===== src/rtl/pc_fetch.sv =====
// PC and instruction fetch stage: issues one imem read per instruction,
// holds the returned word for decode and computes the next PC on accept.
module pc_fetch #(
    parameter logic [31:0] RESET_PC = 32'h0000_3000
) (
    input  logic        clk,
    input  logic        rst_n,
    output logic        imem_req_valid,
    input  logic        imem_req_ready,
    output logic [31:0] imem_addr,
    input  logic        imem_rsp_valid,
    input  logic [31:0] imem_rsp_data,
    output logic        instr_valid,
    input  logic        instr_ready,
    output logic [31:0] instr,
    output logic [15:0] imm16,
    output logic [31:0] pc,
    output logic [31:0] pc_plus4,
    input  logic        br_taken,
    input  logic [31:0] br_offset,
    input  logic        jump,
    input  logic [25:0] j_index,
    input  logic        jr,
    input  logic [31:0] jr_target
);

    typedef enum logic [1:0] {
        S_REQ  = 2'b00,
        S_WAIT = 2'b01,
        S_HOLD = 2'b10
    } state_t;

    state_t      state;
    logic [31:0] next_pc;

    assign imem_addr = pc;
    assign pc_plus4  = pc + 32'd4;
    assign imm16     = instr[15:0];

    // Redirect target: register jump beats j/jal beats branch beats sequential.
    always_comb begin
        next_pc = pc_plus4;
        priority case (1'b1)
            jr:       next_pc = {jr_target[31:2], 2'b00};
            jump:     next_pc = {pc_plus4[31:28], j_index, 2'b00};
            br_taken: next_pc = pc_plus4 + br_offset;
            default:  next_pc = pc_plus4;
        endcase
    end

    // Fetch FSM with registered handshake outputs; pc only moves on decode accept.
    always_ff @(posedge clk or negedge rst_n) begin
        if (!rst_n) begin
            state          <= S_REQ;
            pc             <= RESET_PC;
            instr          <= 32'h0;
            imem_req_valid <= 1'b1;
            instr_valid    <= 1'b0;
        end else begin
            unique case (state)
                S_REQ: begin
                    if (imem_req_valid && imem_req_ready) begin
                        state          <= S_WAIT;
                        imem_req_valid <= 1'b0;
                    end
                end
                S_WAIT: begin
                    if (imem_rsp_valid) begin
                        instr       <= imem_rsp_data;
                        state       <= S_HOLD;
                        instr_valid <= 1'b1;
                    end
                end
                S_HOLD: begin
                    if (instr_ready) begin
                        pc             <= next_pc;
                        state          <= S_REQ;
                        instr_valid    <= 1'b0;
                        imem_req_valid <= 1'b1;
                    end
                end
                default: begin
                    state          <= S_REQ;
                    imem_req_valid <= 1'b1;
                    instr_valid    <= 1'b0;
                end
            endcase
        end
    end

endmodule


===== config.mk =====
export PLATFORM = sky130hd
export DESIGN_NAME = pc_fetch
export DESIGN_NICKNAME = d
export VERILOG_FILES = /design/src/rtl/pc_fetch.sv
export SDC_FILE = /design/constraint.sdc
export NUM_CORES = 1
export LEC_CHECK = 0
export ABC_AREA = 1
export CORE_ASPECT_RATIO = 0.9
export CORE_UTILIZATION = 30
export DETAILED_ROUTE_END_ITERATION = 10
export GPL_ROUTABILITY_DRIVEN = 0
export GPL_TIMING_DRIVEN = 0
export SLEW_MARGIN = 30
export SYNTH_ARGS = -nofsm -noshare
export SYNTH_HDL_FRONTEND = slang
export SYNTH_SLANG_ARGS = --single-unit

===== constraint.sdc =====
create_clock -name clk -period 2.7 [get_ports clk]
set_input_delay 0.27 -clock clk [delete_from_list [all_inputs] [get_ports clk]]
set_output_delay 0.27 -clock clk [all_outputs]
set_load 0.005 [all_outputs]

---- After elaboration in Yosys (flattened, before gate mapping) ----
Index checks and enable logic that the tools add are counted.
word-level totals
  register bits after elaboration ......... 68
  output and inout bits ................... 146
  bits of input ports ..................... 130
  logic and storage cells ................. 34
operators by class
  add/sub/neg operators ................... 2
  equal/unequal tests ..................... 5
  reductions and logical operators ........ 7
  multiplexer cells ....................... 13
  bitwise gates (word level) .............. 2
operator list
  cell                   count
  $mux 32                3
  $add 32x3->32 const B  1
  $add 32x32->32         1
  $reduce_and 3->1       3
  $mux 2                 3
  $ne 2x2->1 const B     3
  $pmux 1 s3             2
  $pmux 2 s3             1
  $mux 1                 4
  $reduce_and 2->1       2
  $eq 2x1->1 const B     1
  $eq 2x2->1 const B     1
  $logic_not 2->1        1
  $not 1->1              2
  $logic_and 1x1->1      1

---- Logic depth before layout (Yosys ltp) ----
Gate-level depths: netlist (run 1).
  depth after elaboration ................. 5
  gate-level depth with buffers ........... 25
  gate-level depth less buffers ........... 25

---- Worst setup path before layout (run 1) ----
No wires, ideal clock.
  kind .................................... register to register
  from .................................... register pc[2], in the netlist imem_addr[2]
  to ...................................... register pc[24], in the netlist imem_addr[24]
  period minus slack after synthesis ...... 2.700 ns
  stages on the path, launching flop included .. 21
  arrival time ............................ 2.583 ns
  buffers on the path ..................... 0
  library setup time ...................... 0.116 ns
  setup slack ............................. 0.000 ns
  path through ............................ dfrtp_1 > ha_1 > nand2_1 > nor2_2 > nand2_1 > nor2_1 > or2_2 > nand2_1 > inv_1 > ha_1 > nand2_1 > nor2_1 > inv_1 > nor3_1 > o21ai_0 > nand3_1 > nand2_1 > nand3_1 > nand2_1 > nand2_1 > nand2_1
on the way
  cells in the longest elaborated chain, start to end .. 5
ends and longest elaborated chain
  element                 line  RTL
  from (decl)             17    output logic [31:0] pc,
  from (signal assigned)  76    pc <= next_pc;
  $add 32x3->32           37    assign pc_plus4 = pc + 32'd4;
  named net pc_plus4[18]  18    output logic [31:0] pc_plus4,
  $add 32x32->32          46    br_taken: next_pc = pc_plus4 + br_offset;
  $mux 32 (3 in a row)    43    priority case (1'b1)
The timed path passes the listed nets, and every way through them passes these cells.
A chain may end at the register's enable or synchronous reset.

---- Final worst setup path (run 1) ----
  from .................................... register pc[12], in the netlist imem_addr[12]
  to ...................................... register pc[27], in the netlist imem_addr[27]
on the way
  cells in the longest elaborated chain, start to end .. 5
ends and longest elaborated chain
  element                   line
  $add 32x3->32 (*)         37
  $add 32x32->32            46
  $mux 32 (*) (3 in a row)  43
Every way passes the cells marked *; elsewhere a longest branch is shown, timed or not.

==> reports/results.tsv, run 1 <==
stage	metric	value	unit
status	status	complete, but fails checks	
status	violations	design-rule violations, negative setup slack	
sta	hold_violations	0	
power	pwr-share-clk	0.084	
global_route	grt_max_degree	36	
setup_path	critPathMaxStageDelay	0.60	ns
logic_synthesis	yosysWarnings	0	
cts	clk_pin_slew_worst_paths	0.06	ns
sta	max_freq	336	MHz
finish	final_common_cell	nand2_1	
finish	num-fill-cells	2130	
logic_synthesis	synth_seq_area_share	0.240	
floorplanning	start_util	0.305	
min_path	min_path_type	input port to async pin	
cts	cts.sinks	68	
global_route	grt_pass1_vias	8322	
logic_synthesis	synth_nets	1320	
logic_synthesis	synth_edf_count	0	
floorplanning	die_h	148	um
routing	remaining_drc_errors	1	
sta	min_period_over_period	1.10	
sta	final_max_slew_viol_count	0	
logic_synthesis	ys_ff_latch	68	
setup_path	cp.depth	22	
global_route	grt_usage	0.249	
sta	min_period	2.97	ns
logic_synthesis	syn_area	0.00710	mm2
logic_synthesis	yosysUniqueCellTypes	43	
finish	utilization	0.561	
global_route	antenna_found_initial	0	
power	powerDensity	1040	mW/mm2
finish	design_area	0.0131	mm2
setup_path	slowest_stage	dfstp_2	
floorplanning	dieArea	0.0243	mm2
floorplanning	rows	53	
floorplanning	fp.dieW	164	um
floorplanning	coreArea	0.0233	mm2
setup_path	end_kind	flip-flop	
setup_path	crit_top_cell	nand2_1	
sta	rsz0062_at_grt	yes	
finish	syn2layout_area_growth	84.0	%
power	irDropWorstVdd	0.000446	V
finish	mostFrequentLayoutCells	nand2_1 (273), clkdlybuf4s50_1 (261), buf_4 (133), inv_1 (122), nand2_2 (96)	
sta	tightest_slew	0.689	ns
setup_path	crit_buf_inv	4	
power	p_sw	6080	uW
setup_path	rr_worst_depth	22	
global_route	busiest_layer	met2	
place	hpwl	24100	um
logic_synthesis	syn_avg_cell_area	6.17	um2
setup_path	crit_chain	nand2_4 > nor2_4 > nand2_2 > nor2_4 > buf_12 > xor2_4 > inv_2 > ha_4 > nand2_1 > nand2_1 > inv_1 > nand2_2 > nand2_2 > nand2_2 > a21oi_2 > buf_4 > nand3_2 > nand3_1 > nand2_1 > nand2_1 > nand2_1 > nand2_1	
logic_synthesis	synth_ff_type	dfrtp_1	
global_route	overflow	0	
power	switching_share	0.450	
routing	drtIter0Drc	754	
sta	skew	0.0104	ns
setup_path	critPathTopFamily	simple AND/OR/NAND/NOR gates	
global_route	grt_pass1_wl	45800	um
cts	cts-root-buf	clkbuf_16	
global_route	met3_usage	0.0502	
routing	vias	9066	
setup_path	path_max_fanout	4	
cts	cts-buffers-inserted	9	
logic_synthesis	ys_async_sr_fraction	1.00	
power	total_power	13500	uW
setup_path	worstPathArrival	3.25	ns
cts	cts_max_level	3	
routing	vias_per_cell	4.95	
place	place_area	0.0102	mm2
setup_path	setup.worst_path.class	flip-flop to flip-flop	
sta	setup_viol	21	
finish	final_nets	1693	
floorplanning	top_level_ports	276	
cts	cts_buffer_depth	2	
routing	drt-total-wl	32200	um
flow_run	cap_viol_max_count	0	
routing	firstDrtPassIters	8	
routing	final_antenna_net_count	0	
cts	cts_tree	yes	
place	portBuffers	271	
power	p_comb_frac	0.756	
global_route	gr-usage-met2	0.400	
sta	setup_tns	-4.25	ns
global_route	use_met1	0.337	
power	p_int	7440	uW
sta	max_slew_margin	0.540	
sta	setup_ws	-0.275	ns
setup_path	required	2.97	ns
finish	antenna_cells	0	
cts	insertion_delay	0.34	ns
setup_path	start_kind	flip-flop	
power	power_frac_seq	0.160	
logic_synthesis	synth_cells	1150	
power	p_leak	0.00616	uW
finish	drive_above_1_share	0.370	
routing	wl_per_cell	17.6	um
==> registers in the layout, indices dropped and copies added, names as in the netlist <==
register,flops
imem_addr,32
instr,32
state,2
imem_req_valid,1
instr_valid,1
==> routing by layer <==
layer  up-vias  routed length [um]
met5         -                   0
li1       4310                   -
met3        77                2940
met4         0                 997
met1      4195               13300
met2       484               15100
==> layout make-up <==
cell class	instances	area, um2	share of cell area
multi-input combinational	846	6090	0.466
timing repair buffer	362	3480	0.266
sequential	68	1730	0.132
inverter	165	641	0.0490
buffer	71	462	0.0353
tap	302	378	0.0289
clock buffer	9	225	0.0172
clock inverter	7	57.6	0.00441
==> per-stage QoR <==
stage | instances | setup slack (ns) | hold slack [ns]
final | 1830 | -0.275 | 0.441
after global routing | 1830 | -0.371 | 0.490
after floorplan | 1150 | 0.000208 | -0.0256
after detailed placement | 1724 | -0.789 | 0.274
after CTS | 1797 | -0.0932 | 0.434
after global placement | 1723 | -1.23 | 0.487
==> final timing paths <==
path	from	endpoint	slack, ns
worst max-delay path	imem_addr[12]	imem_addr[27]	-0.27
worst max register to register	imem_addr[12]	imem_addr[27]	-0.27
worst min-delay path	rst_n	instr[14]	0.44
min in group clk	br_taken	imem_addr[13]	0.46
max in group asynchronous	rst_n	imem_req_valid	1.62
worst min register to register	instr[16]	instr[16]	0.50
==> synth_stat cells (2+ instances only) <==
cell type,instances,share of area
o221ai_1,3,0.0037
nor3_1,13,0.0092
dfrtp_1,65,0.23
o21ai_1,3,0.0021
a22oi_1,2,0.0021
nand2_1,397,0.21
nand3b_1,4,0.0042
xor2_1,11,0.014
a21o_1,3,0.0032
inv_2,2,0.0011
nor3b_2,2,0.0035
clkbuf_1,12,0.0063
nand3_2,2,0.0028
mux2_2,32,0.051
buf_1,3,0.0016
nand2_2,5,0.0044
buf_2,6,0.0042
or2_2,6,0.0053
nor2_4,2,0.0032
o21ai_0,22,0.016
clkinv_1,2,0.0011
buf_4,50,0.053
xnor2_1,6,0.0074
nand4_1,8,0.0070
nand3_1,74,0.052
nor2_1,125,0.066
ha_1,39,0.069
inv_1,161,0.085
o21bai_1,3,0.0032
nor2_2,5,0.0044
dfstp_2,3,0.011
a21oi_1,60,0.042
o211ai_1,8,0.0085
and2_1,2,0.0018
==> logic make-up after synthesis <==
| group | synth area share |
|---|---|
| AOI/OAI and AO/OA | 0.0848 |
| xor gates and xnor gates | 0.0233 |
| adders and majority gates | 0.0716 |
| buffers and inverters | 0.152 |
| DFF | 0.240 |
| muxes | 0.0508 |
| and+or+nand+nor | 0.377 |
==> what timing repair did <==
item	CTS	global route
hold buffers	1	0
pin swaps	84	123
resized for setup	267	207
hold endpoints to repair	31	0
setup buffers	56	33
setup endpoints to repair	40	37
==> power groups by stage <==
stage	registers (uW)	logic (uW)	clock network (uW)
after floorplan	2050	3780	0
after global placement	2210	7090	0
after detailed placement	2220	7150	0
after CTS	2150	8900	1160
after global routing	2240	10900	1200
final	2170	10200	1140
(Power assumes the default switching activity.)
==> inputs of run 2 (changes only) <==
--- a/config.mk
+++ b/config.mk
@@ -6,6 +6,7 @@
 export NUM_CORES = 1
 export LEC_CHECK = 0
 export ABC_AREA = 1
+export CAP_MARGIN = 10
 export CORE_ASPECT_RATIO = 0.9
 export CORE_UTILIZATION = 30
 export DETAILED_ROUTE_END_ITERATION = 10
==> results of run 2 <==
The final DEF is identical to that of run 1; final timing and power are the same.
==> inputs of run 3 (changes only) <==
--- a/config.mk
+++ b/config.mk
@@ -9,6 +9,7 @@
 export CAP_MARGIN = 10
 export CORE_ASPECT_RATIO = 0.9
 export CORE_UTILIZATION = 30
+export CTS_CLUSTER_SIZE = 20
 export DETAILED_ROUTE_END_ITERATION = 10
 export GPL_ROUTABILITY_DRIVEN = 0
 export GPL_TIMING_DRIVEN = 0
==> results of run 3 <==
The final DEF is identical to that of run 1; final timing and power are the same.
